$ cat config.mk
export PLATFORM = sky130hd
export DESIGN_NAME = xdma_burst_splitter
export DESIGN_NICKNAME = d
export VERILOG_FILES = /design/src/rtl/xdma_burst_splitter.sv
export SDC_FILE = /design/constraint.sdc
export NUM_CORES = 1
export LEC_CHECK = 0
export BUFFER_PORTS_ARGS = -buffer_cell sky130_fd_sc_hd__buf_2
export CORE_UTILIZATION = 45
export DETAILED_ROUTE_END_ITERATION = 8
export GPL_ROUTABILITY_DRIVEN = 0
export GPL_TIMING_DRIVEN = 0
export PLACE_DENSITY = 0.69
export SLEW_MARGIN = 20
export SYNTH_ARGS = -nofsm -noshare
export SYNTH_HDL_FRONTEND = slang
export SYNTH_SLANG_ARGS = --single-unit
$ cat constraint.sdc
create_clock -name clk_i -period 8.05 [get_ports clk_i]
set_input_delay 0 -clock clk_i [delete_from_list [all_inputs] [get_ports clk_i]]
set_output_delay 0 -clock clk_i [all_outputs]
set_load 0.01 [all_outputs]
$ cat src/rtl/xdma_burst_splitter.sv
// Purpose : splits one xDMA write request into page-safe AXI INCR bursts (AW + W descriptor pairs).
// Latency : first descriptor valid 1 cycle after request accept; back-to-back bursts without bubbles.
// Backpr. : descriptor held stable while burst_ready_i=0; no new request until req_done_o of the last.
//
// Ports:
//   clk_i, rst_i (synchronous, active-high)
//   req_*_i / req_valid_i / req_ready_o : request descriptor in, valid/ready handshake
//   aw_*_o, w_*_o, burst_valid_o / burst_ready_i : one AW/W descriptor pair per burst
//   w_done_i : W path finished the final burst; req_done_o : one-cycle completion pulse
//   stat_bursts_o, stat_split_o : present only when XDMA_SPLITTER_STATS_EN is defined
//
// Optional build macro: XDMA_SPLITTER_STATS_EN adds the burst / page-split statistics counters.

module xdma_burst_splitter #(
    parameter int DataWidth     = 512,
    parameter int AddrWidth     = 48,
    parameter int LenWidth      = 32,
    parameter int IdWidth       = 4,
    parameter int PageSize      = 4096,
    parameter int MaxBurstBeats = 256
) (
    input  logic                 clk_i,
    input  logic                 rst_i,

    input  logic [IdWidth-1:0]   req_id_i,
    input  logic [AddrWidth-1:0] req_addr_i,
    input  logic [LenWidth-1:0]  req_len_i,
    input  logic                 req_write_data_i,
    input  logic                 req_valid_i,
    output logic                 req_ready_o,

    output logic [IdWidth-1:0]   aw_id_o,
    output logic [AddrWidth-1:0] aw_addr_o,
    output logic [7:0]           aw_len_o,
    output logic [2:0]           aw_size_o,
    output logic [1:0]           aw_burst_o,
    output logic [8:0]           w_num_beats_o,
    output logic                 w_is_single_o,
    output logic                 w_is_write_data_o,
    output logic                 burst_valid_o,
`ifdef XDMA_SPLITTER_STATS_EN
    output logic [31:0]          stat_bursts_o,
    output logic [31:0]          stat_split_o,
`endif
    input  logic                 burst_ready_i,

    input  logic                 w_done_i,
    output logic                 req_done_o
);

    localparam int StrbWidth = DataWidth / 8;
    localparam int SizeLog   = $clog2(StrbWidth);
    localparam int PageBits  = $clog2(PageSize);
    localparam int PageBeats = PageSize / StrbWidth;
    localparam int EffMax    = (MaxBurstBeats < PageBeats) ? MaxBurstBeats : PageBeats;

    // Page arithmetic is done in PageBits+1 bits so that a full page (offset 0) is representable.
    localparam logic [PageBits:0]    PAGE_BYTES = (PageBits + 1)'(PageSize);
    localparam logic [PageBits:0]    EFF_MAX_P  = (PageBits + 1)'(EffMax);
    localparam logic [AddrWidth-1:0] ADDR_MASK  = ~AddrWidth'(StrbWidth - 1);

    typedef enum logic [1:0] {
        IDLE      = 2'd0,
        BUSY      = 2'd1,
        WAIT_DONE = 2'd2
    } state_e;

    state_e                state_q, state_d;
    logic [IdWidth-1:0]    id_q, id_d;
    logic [AddrWidth-1:0]  addr_q, addr_d;
    logic [LenWidth-1:0]   rem_q, rem_d;
    logic                  wdat_q, wdat_d;
    logic                  done_q, done_d;

    // ------------------------------------------------------------------
    // Burst sizing, purely from registered state so the descriptor is
    // stable for as long as the consumer stalls.
    // ------------------------------------------------------------------
    logic [PageBits:0] page_left_bytes;
    logic [PageBits:0] page_left_beats;
    logic [PageBits:0] cap_beats;
    logic              page_lim;
    logic              rem_lim;
    logic [8:0]        n_beats;
    logic              split_by_page;
    logic              last_burst;
    logic              busy;
    logic              burst_hs;

    always_comb begin
        // addr_q is beat aligned, so the byte distance to the page end is a whole number of beats.
        page_left_bytes = PAGE_BYTES - {1'b0, addr_q[PageBits-1:0]};
        page_left_beats = page_left_bytes >> SizeLog;
        page_lim        = (page_left_beats < EFF_MAX_P);
        cap_beats       = page_lim ? page_left_beats : EFF_MAX_P;
        rem_lim         = (rem_q < LenWidth'(cap_beats));
        // cap_beats <= EffMax <= 256, and in the rem_lim case rem_q is even smaller, so 9 bits suffice.
        n_beats         = rem_lim ? 9'(rem_q) : 9'(cap_beats);
        // Counted as a page split only when the page end is strictly the tightest limit.
        split_by_page   = page_lim && (rem_q > LenWidth'(cap_beats));
        last_burst      = (rem_q == LenWidth'(n_beats));
    end

    assign busy     = (state_q == BUSY);
    assign burst_hs = busy && burst_ready_i;

    // ------------------------------------------------------------------
    // Next-state logic
    // ------------------------------------------------------------------
    always_comb begin
        state_d = state_q;
        id_d    = id_q;
        addr_d  = addr_q;
        rem_d   = rem_q;
        wdat_d  = wdat_q;
        done_d  = 1'b0;

        unique case (state_q)
            IDLE: begin
                if (req_valid_i) begin
                    if (req_len_i != '0) begin
                        id_d    = req_id_i;
                        addr_d  = req_addr_i & ADDR_MASK;
                        rem_d   = req_len_i;
                        wdat_d  = req_write_data_i;
                        state_d = BUSY;
                    end else begin
                        // Empty request: accepted and completed without touching the bus.
                        done_d = 1'b1;
                    end
                end
            end
            BUSY: begin
                if (burst_ready_i) begin
                    rem_d  = rem_q - LenWidth'(n_beats);
                    // Wraps silently at the top of the address space.
                    addr_d = addr_q + (AddrWidth'(n_beats) << SizeLog);
                    if (last_burst) begin
                        state_d = WAIT_DONE;
                    end
                end
            end
            WAIT_DONE: begin
                if (w_done_i) begin
                    done_d  = 1'b1;
                    state_d = IDLE;
                end
            end
            default: begin
                state_d = IDLE;
            end
        endcase
    end

    always_ff @(posedge clk_i) begin
        if (rst_i) begin
            state_q <= IDLE;
            id_q    <= '0;
            addr_q  <= '0;
            rem_q   <= '0;
            wdat_q  <= 1'b0;
            done_q  <= 1'b0;
        end else begin
            state_q <= state_d;
            id_q    <= id_d;
            addr_q  <= addr_d;
            rem_q   <= rem_d;
            wdat_q  <= wdat_d;
            done_q  <= done_d;
        end
    end

    // ------------------------------------------------------------------
    // Outputs. Variable descriptor fields read as zero outside BUSY so
    // idle/reset values are clean; size and burst type are fixed.
    // ------------------------------------------------------------------
    always_comb begin
        req_ready_o       = (state_q == IDLE);
        burst_valid_o     = busy;
        req_done_o        = done_q;
        aw_size_o         = 3'(SizeLog);
        aw_burst_o        = 2'b01;
        aw_id_o           = '0;
        aw_addr_o         = '0;
        aw_len_o          = '0;
        w_num_beats_o     = '0;
        w_is_single_o     = 1'b0;
        w_is_write_data_o = 1'b0;
        if (busy) begin
            aw_id_o           = id_q;
            aw_addr_o         = addr_q;
            aw_len_o          = 8'(n_beats - 9'd1);
            w_num_beats_o     = n_beats;
            w_is_single_o     = (n_beats == 9'd1);
            w_is_write_data_o = wdat_q;
        end
    end

`ifdef XDMA_SPLITTER_STATS_EN
    // ------------------------------------------------------------------
    // Statistics: saturating counters of burst handshakes and page splits.
    // ------------------------------------------------------------------
    logic [31:0] stat_bursts_q, stat_bursts_d;
    logic [31:0] stat_split_q, stat_split_d;

    always_comb begin
        stat_bursts_d = stat_bursts_q;
        stat_split_d  = stat_split_q;
        if (burst_hs) begin
            if (stat_bursts_q != 32'hFFFF_FFFF) begin
                stat_bursts_d = stat_bursts_q + 32'd1;
            end
            if (split_by_page && (stat_split_q != 32'hFFFF_FFFF)) begin
                stat_split_d = stat_split_q + 32'd1;
            end
        end
    end

    always_ff @(posedge clk_i) begin
        if (rst_i) begin
            stat_bursts_q <= '0;
            stat_split_q  <= '0;
        end else begin
            stat_bursts_q <= stat_bursts_d;
            stat_split_q  <= stat_split_d;
        end
    end

    assign stat_bursts_o = stat_bursts_q;
    assign stat_split_o  = stat_split_q;
`else
    // Handshake and split detection only feed the statistics block.
    logic unused_stats;
    assign unused_stats = burst_hs ^ split_by_page;
`endif

endmodule

==> impl_metrics.py, run 1 <==
metrics = {
    "sta": {
        "fin_hold_ws_ns": -0.01005,
        "worst_slew_pin_slew_ns": 1.223,
        "timing.slew.headroom_pct": 17.85,
        "fin_setup_tns_ns": 0,
        "timing_max_transition_violations_final": 0,
        "fin_worst_skew_ns": 0.008019,
        "finalCriticalPeriod_ns": 6.392,
        "max_freq_ghz": 0.1564,
        "finalSetupViolCount": 0,
        "final.period_utilization_pct": 79.41,
        "setup_ws_ns": 1.658,
        "rsz0062_at_grt": "false",
        "finalHoldViolations": 1,
    },
    "worst_setup_path": {
        "worstReg2RegEnd": "addr_q[32]$_SDFFE_PP0P_",
        "critPathLaunch": "addr_q[6]$_SDFFE_PP0P_",
        "worst-r2r-setup-slack_ns": 1.66,
        "cp_data_required_time_ns": 8.32,
        "reg2reg_from": "addr_q[6]$_SDFFE_PP0P_",
        "worstRegToRegCells": 21,
        "critical_path_peak_fanout": 10,
        "worstSetupStartpointType": "flop",
        "crit_arrival_ns": 6.66,
        "setup.worst_path.class": "flop to flop",
        "crit_path_end_kind": "flop",
    },
    "global_route": {
        "first_global_vias": 7641,
        "grt_first_pass_wirelength_um": 41310,
        "antenna_found_initial": 0,
        "globalRouteOverflowTotal": 0,
        "largest_net_degree_at_the_start_of_global_routing": 14,
        "grt_util_all_layers_pct": 36.38,
    },
    "yosys": {
        "leading_cell_type_by_number_of_instances_after_synthesis": "sky130_fd_sc_hd__nand2_1",
        "number_of_enable_type_register_cells_in_the_synthesized_netlist": 0,
        "synth_flop_cell": "sky130_fd_sc_hd__dfxtp_1",
        "synth_cell_type_count": 73,
        "synth_seq_cells": 82,
        "synth_top_cell_by_area": "sky130_fd_sc_hd__dfxtp_1",
        "synth_cells": 912,
        "seq_total_area_yosys_pct": 24.56,
        "async_flop_share_pct": 0,
        "synthesis.area_mm2": 0.006685,
        "post_synth.cell_area_avg_um2": 7.330,
        "ys_top_cells_by_count": "sky130_fd_sc_hd__nand2_1, sky130_fd_sc_hd__dfxtp_1, sky130_fd_sc_hd__nor2_1, sky130_fd_sc_hd__clkbuf_1, sky130_fd_sc_hd__and2_1",
        "synth.top_cells.by_area": "sky130_fd_sc_hd__dfxtp_1, sky130_fd_sc_hd__nand2_1, sky130_fd_sc_hd__ha_1",
        "yosys.area.top_type_share_pct": 24.56,
        "yosys_warnings": 0,
    },
    "final_layout": {
        "num_antenna_cells": 0,
        "areaGrowthSynthToFinish_pct": 26.43,
        "post_layout_inst_area_mm2": 0.008452,
        "core_occupancy_in_the_finished_layout_pct": 58.15,
        "nNetsFinal": 1250,
        "post_route_cells_drive_above_1_share_pct": 17.06,
    },
    "clock_network": {
        "numCtsBuffers": 9,
        "clkTransAtPathRegs_ns": 0.07,
        "cts.path.max_buffers": 2,
        "tritoncts": "built",
        "htree_levels": 3,
        "cts-root-buf": "sky130_fd_sc_hd__clkbuf_16",
        "postCtsSetupRepairBufs": 0,
        "number_of_gates_resized_after_cts": 0,
        "clock_latency_ns": 0.36,
        "clock-sinks": 82,
    },
    "job": {
        "cap_violations": 0,
    },
    "hold_path": {
        "hold_class": "primary input to flop",
        "timing.hold.worst_path_depth": 3,
        "worstHoldStart": "req_len_i[2]",
        "worst_hold_path.endpoint": "rem_q[2]$_SDFFE_PP0P_",
    },
    "floorplan": {
        "die_area_mm2": 0.01535,
        "die-height_um": 123.9,
        "rows": 44,
        "floorplan.core_area_mm2": 0.01453,
        "initial_core_util_pct": 46.00,
        "fp.dieW_um": 123.9,
        "ios": 169,
    },
    "detailed_routing": {
        "number_of_iterations_in_the_first_detailed_routing_pass": 6,
        "vias_per_cell": 6.504,
        "route.antenna.remaining_nets": 0,
        "route.final.wire_length_um": 28080,
        "first_iter_violations": 1289,
        "vias_after_detailed_routing": 8592,
        "routed_wire_length_per_instance_um": 21.26,
        "remaining_routing_drc_violations": 0,
    },
    "power": {
        "static-leakage-power_nw": 3.532,
        "irDropWorstVdd_mv": 0.1705,
        "pwr_density_cell_mw_per_mm2": 213.8,
    },
    "place": {
        "port_buffers": 149,
        "dp_hpwl_um": 20100,
        "postPlaceCellArea_mm2": 0.007710,
        "post_place_setup_slack_ns": 1.902,
    },
    "run_status": {
        "violations_in_the_final_reports": "negative hold slack",
        "run_status": "finished, violations left",
    },
}
worst max-delay path: stages, from the launching register on:
cell and delay, ns:
sky130_fd_sc_hd__dfxtp_1 0.54, sky130_fd_sc_hd__inv_1 0.19, sky130_fd_sc_hd__ha_1 0.24, sky130_fd_sc_hd__or2_2 0.27
sky130_fd_sc_hd__o21ai_0 0.50, sky130_fd_sc_hd__inv_1 0.11, sky130_fd_sc_hd__ha_1 0.32, sky130_fd_sc_hd__a21o_1 0.18
sky130_fd_sc_hd__a21oi_1 0.15, sky130_fd_sc_hd__nor2_1 0.05, sky130_fd_sc_hd__or4_1 0.48, sky130_fd_sc_hd__buf_6 0.17
sky130_fd_sc_hd__mux2_2 0.32, sky130_fd_sc_hd__ha_1 0.22, sky130_fd_sc_hd__inv_1 0.06, sky130_fd_sc_hd__fa_1 0.37
sky130_fd_sc_hd__nor2b_1 0.25, sky130_fd_sc_hd__o31a_1 0.23, sky130_fd_sc_hd__o21bai_1 0.21, sky130_fd_sc_hd__a21oi_1 0.93
sky130_fd_sc_hd__a311oi_1 0.22, sky130_fd_sc_hd__nor4_1 0.31
metrics by stage:
| step | power, mW | instances |
|---|---|---|
| global placement | 1.350 | 1258 |
| detailed placement | 1.358 | 1258 |
| global route | 1.898 | 1321 |
| floorplan | 1.099 | 925 |
| finish | 1.807 | 1321 |
| CTS | 1.769 | 1321 |
state kept, by name, summed over array words and instances (netlist names):
register,cells
id_q,4
state_q,2
rem_q,32
wdat_q,1
req_done_o,1
addr_q,42
logic make-up after synthesis:
logic type	count (synthesis)	synth area share, %
AOI/OAI and AO/OA	259	28.09
xor gates and xnor gates	13	1.703
adders and majority gates	28	5.465
buffers and inverters	111	7.112
DFF	82	24.56
muxes	15	2.358
other	2	0.1123
and+or+nand+nor	402	30.60
layer usage:
metal  share of wire [%]  routed length [µm]  GRT usage, %  vias up
li1                    -                   -             -     3855
met1                  39               11030         48.35     3895
met2                  42               11790         53.30      710
met3                  13                3619         8.608      132
met4                 5.8                1637         21.31        0
met5                   0                   0             0        -
how the worst max path moves through the flow:
stage | end | slack, ns
floorplan | rem_q[17]$_SDFFE_PP0P_ | 3.08
global placement | addr_q[32]$_SDFFE_PP0P_ | 1.91
detailed placement | addr_q[32]$_SDFFE_PP0P_ | 1.90
CTS | addr_q[32]$_SDFFE_PP0P_ | 1.86
global route | addr_q[28]$_SDFFE_PP0P_ | 1.36
finish | addr_q[32]$_SDFFE_PP0P_ | 1.66
cell type report:
cell class | instances | area, µm²
clock inverters | 6 | 32.53
flip-flops and latches | 82 | 1642
inverters | 35 | 131.4
repair buffers | 196 | 1216
multi-input cells | 732 | 4617
clock buffers | 10 | 239.0
plain buffers | 76 | 344.1
well taps | 184 | 230.2
fillers | 1412 | 6082
layout by cell type, fill, tap and decap left out, types with 26 or more instances in the layout:
| cell type | instances |
|---|---|
| sky130_fd_sc_hd__nor4_1 | 26 |
| sky130_fd_sc_hd__inv_1 | 32 |
| sky130_fd_sc_hd__a211oi_1 | 33 |
| sky130_fd_sc_hd__clkbuf_1 | 56 |
| sky130_fd_sc_hd__dlygate4sd3_1 | 47 |
| sky130_fd_sc_hd__nor2_1 | 82 |
| sky130_fd_sc_hd__nand3_1 | 30 |
| sky130_fd_sc_hd__nand2_1 | 90 |
| sky130_fd_sc_hd__and2_1 | 49 |
| sky130_fd_sc_hd__buf_2 | 151 |
| sky130_fd_sc_hd__a21oi_1 | 39 |
| sky130_fd_sc_hd__nor3_1 | 41 |
| sky130_fd_sc_hd__ha_1 | 26 |
| sky130_fd_sc_hd__dfxtp_1 | 82 |
| sky130_fd_sc_hd__o21ai_0 | 32 |
timing repair:
action | CTS | global route
hold endpoints to repair | 47 | 0
hold buffers | 47 | 0
setup endpoints to repair | 0 | 0
power breakdown:
group          leakage (nW)  total (mW)  internal [mW]  switching [mW]
logic                  2.72       0.883          0.329           0.554
clock network         0.138       0.402          0.215           0.187
registers             0.676       0.523          0.457          0.0666
total                  3.53        1.81           1.00           0.807
Note: power is estimated with default switching activity, not from simulation.
==> run 2: changes to the inputs <==
==> constraint.sdc (replaced) <==
create_clock -name clk_i -period 6.35 [get_ports clk_i]
set_input_delay 0 -clock clk_i [delete_from_list [all_inputs] [get_ports clk_i]]
set_output_delay 0 -clock clk_i [all_outputs]
set_load 0.01 [all_outputs]
==> run 2 against run 1 <==
The run still ends with negative hold slack left. Clock-buffer cell count unchanged. Global-route usage stayed put. Die area stayed put. Combinational power up 28%. Setup slack got worse by 1.3 ns. Critical path depth unchanged. Core utilization grew 0.28 points. Flip-flop and latch count did not move. Maximum frequency rose by 7.5%. Routed wire length grew 0.36%. Clock skew rose by 0.0028 ns. Total power is 28% higher. Highest routed layer unchanged.
==> impl_metrics.py, run 2 (synthesis gave the netlist of run 1 again) <==
metrics = {
    "run_status": {
        "run_status": "finished, violations left",
        "violations_in_the_final_reports": "negative hold slack",
    },
    "floorplan": {
        "ios": 169,
        "floorplan.core_area_mm2": 0.01453,
        "die-height_um": 123.9,
        "initial_core_util_pct": 46.00,
        "die_area_mm2": 0.01535,
        "rows": 44,
        "fp.dieW_um": 123.9,
    },
    "place": {
        "port_buffers": 149,
        "dp_hpwl_um": 20100,
        "postPlaceCellArea_mm2": 0.007710,
        "dp_cells": 1258,
        "post_place_setup_slack_ns": 0.2023,
    },
    "final_layout": {
        "largest_register_ffs": 42,
        "mostFrequentLayoutCells": "sky130_fd_sc_hd__buf_2, sky130_fd_sc_hd__nand2_1, sky130_fd_sc_hd__nor2_1, sky130_fd_sc_hd__dfxtp_1, sky130_fd_sc_hd__clkbuf_1",
        "layout.cells.most_common": "sky130_fd_sc_hd__buf_2",
        "post_route_cells_drive_above_1_share_pct": 17.68,
        "largestRegisters": "addr_q x42, rem_q x32, id_q x4",
        "largest_register": "addr_q",
        "final_cells": 1321,
        "areaGrowthSynthToFinish_pct": 27.04,
        "post_layout_inst_area_mm2": 0.008493,
        "num_antenna_cells": 0,
        "nNetsFinal": 1250,
    },
    "worst_setup_path": {
        "setup.worst_path.class": "flop to flop",
        "worstSetupStartpointType": "flop",
        "crit_path_end_kind": "flop",
        "critical_path_peak_fanout": 9,
        "cp_data_required_time_ns": 6.55,
        "crit_arrival_ns": 6.14,
    },
    "detailed_routing": {
        "remaining_routing_drc_violations": 0,
        "route.antenna.remaining_nets": 0,
        "vias_per_cell": 6.536,
        "vias_after_detailed_routing": 8634,
        "routed_wire_length_per_instance_um": 21.33,
        "route.final.wire_length_um": 28180,
        "first_iter_violations": 1311,
        "number_of_iterations_in_the_first_detailed_routing_pass": 6,
    },
    "sta": {
        "fin_worst_skew_ns": 0.01083,
        "rsz0062_at_grt": "false",
        "timing.slew.headroom_pct": 40.12,
        "finalHoldViolations": 1,
        "setup_ws_ns": 0.4028,
        "final.period_utilization_pct": 93.66,
        "timing_max_transition_violations_final": 0,
        "fin_hold_ws_ns": -0.01206,
        "finalCriticalPeriod_ns": 5.947,
        "fin_setup_tns_ns": 0,
        "max_freq_ghz": 0.1681,
        "finalSetupViolCount": 0,
        "worst_slew_pin_slew_ns": 0.8983,
    },
    "global_route": {
        "first_global_vias": 7641,
        "largest_net_degree_at_the_start_of_global_routing": 14,
        "antenna_found_initial": 0,
        "grt_first_pass_wirelength_um": 41310,
        "globalRouteOverflowTotal": 0,
        "grt_util_all_layers_pct": 36.38,
    },
    "clock_network": {
        "cts.path.max_buffers": 2,
        "tritoncts": "built",
        "cts-root-buf": "sky130_fd_sc_hd__clkbuf_16",
        "clock-sinks": 82,
        "numCtsBuffers": 9,
        "clkTransAtPathRegs_ns": 0.06,
        "htree_levels": 3,
        "clock_latency_ns": 0.37,
    },
    "power": {
        "pwr_density_cell_mw_per_mm2": 271.6,
        "static-leakage-power_nw": 3.528,
        "total_power_mw": 2.307,
        "irDropWorstVdd_mv": 0.2179,
    },
    "hold_path": {
        "hold_class": "primary input to flop",
    },
    "job": {
        "cap_violations": 0,
    },
}
[run 2: cell counts in the layout (fill, tap and decap cells not counted)]
Identical to the previous run, type by type.
[run 2: metal layers]
metal  global-route usage, %  wire length, µm  up-vias
met3                   8.608             3787      150
met5                       0                0        -
met4                   21.31             1693        0
li1                        -                -     3853
met1                   48.35            10950     3924
met2                   53.30            11750      707
[run 2: where the power goes]
part	internal, mW	total, mW	switching [mW]
logic	0.421	1.13	0.710
registers	0.579	0.663	0.0846
clock network	0.272	0.513	0.240
total	1.27	2.31	1.03
[run 2: critical path: stages (launching register included)]
cell and delay [ns]:
sky130_fd_sc_hd__dfxtp_1 0.54, sky130_fd_sc_hd__inv_1 0.19, sky130_fd_sc_hd__ha_1 0.29, sky130_fd_sc_hd__nor3b_1 0.17, sky130_fd_sc_hd__a211oi_1 0.50, sky130_fd_sc_hd__inv_1 0.18, sky130_fd_sc_hd__ha_1 0.33, sky130_fd_sc_hd__o211ai_1 0.10
sky130_fd_sc_hd__a311oi_1 0.06, sky130_fd_sc_hd__or4_1 0.53, sky130_fd_sc_hd__buf_6 0.17, sky130_fd_sc_hd__mux2_2 0.32, sky130_fd_sc_hd__ha_1 0.22, sky130_fd_sc_hd__inv_1 0.06, sky130_fd_sc_hd__fa_1 0.37, sky130_fd_sc_hd__nor2b_1 0.24
sky130_fd_sc_hd__o31a_1 0.24, sky130_fd_sc_hd__o21bai_2 0.18, sky130_fd_sc_hd__a21o_1 0.19, sky130_fd_sc_hd__clkbuf_1 0.26, sky130_fd_sc_hd__o41ai_1 0.43, sky130_fd_sc_hd__o221ai_1 0.19
[run 2: worst paths after layout]
check                    startpoint                       to  slack [ns]  cells past startpoint
max          addr_q[6]$_SDFFE_PP0P_  addr_q[40]$_SDFFE_PP0P_        0.40                     21
min                    req_len_i[2]    rem_q[2]$_SDFFE_PP0P_       -0.01                      3
max reg2reg  addr_q[6]$_SDFFE_PP0P_  addr_q[40]$_SDFFE_PP0P_        0.40                     21
min reg2reg    id_q[3]$_SDFFE_PP0P_     id_q[3]$_SDFFE_PP0P_        0.45                      2
[run 2: repair_timing]
| action | CTS | global route |
|---|---|---|
| hold buffers | 47 | 0 |
| endpoints found under the hold margin | 47 | 0 |
| endpoints found under the setup margin | 0 | 39 |
| buffers inserted | 0 | 0 |
| gates resized for setup | 0 | 9 |
[run 2: cell type report]
cell class / count / area [µm²]
buffer: 76 / 344.1
multi-input combinational: 732 / 4658
timing repair buffer: 196 / 1216
fill: 1409 / 6041
clock buffer: 10 / 239.0
tap: 184 / 230.2
inverter: 35 / 131.4
clock inverter: 6 / 32.53
sequential: 82 / 1642
[run 2: through the flow]
stage | utilization [%] | hold WS (ns)
2_1_floorplan | - | 0.1360
3_3_place_gp | 53.05 | 0.2423
3_5_place_dp | 53.05 | 0.2463
4_1_cts | 58.15 | 0.004066
5_1_grt | 58.44 | 0.01949
6_report | 58.44 | -0.01206
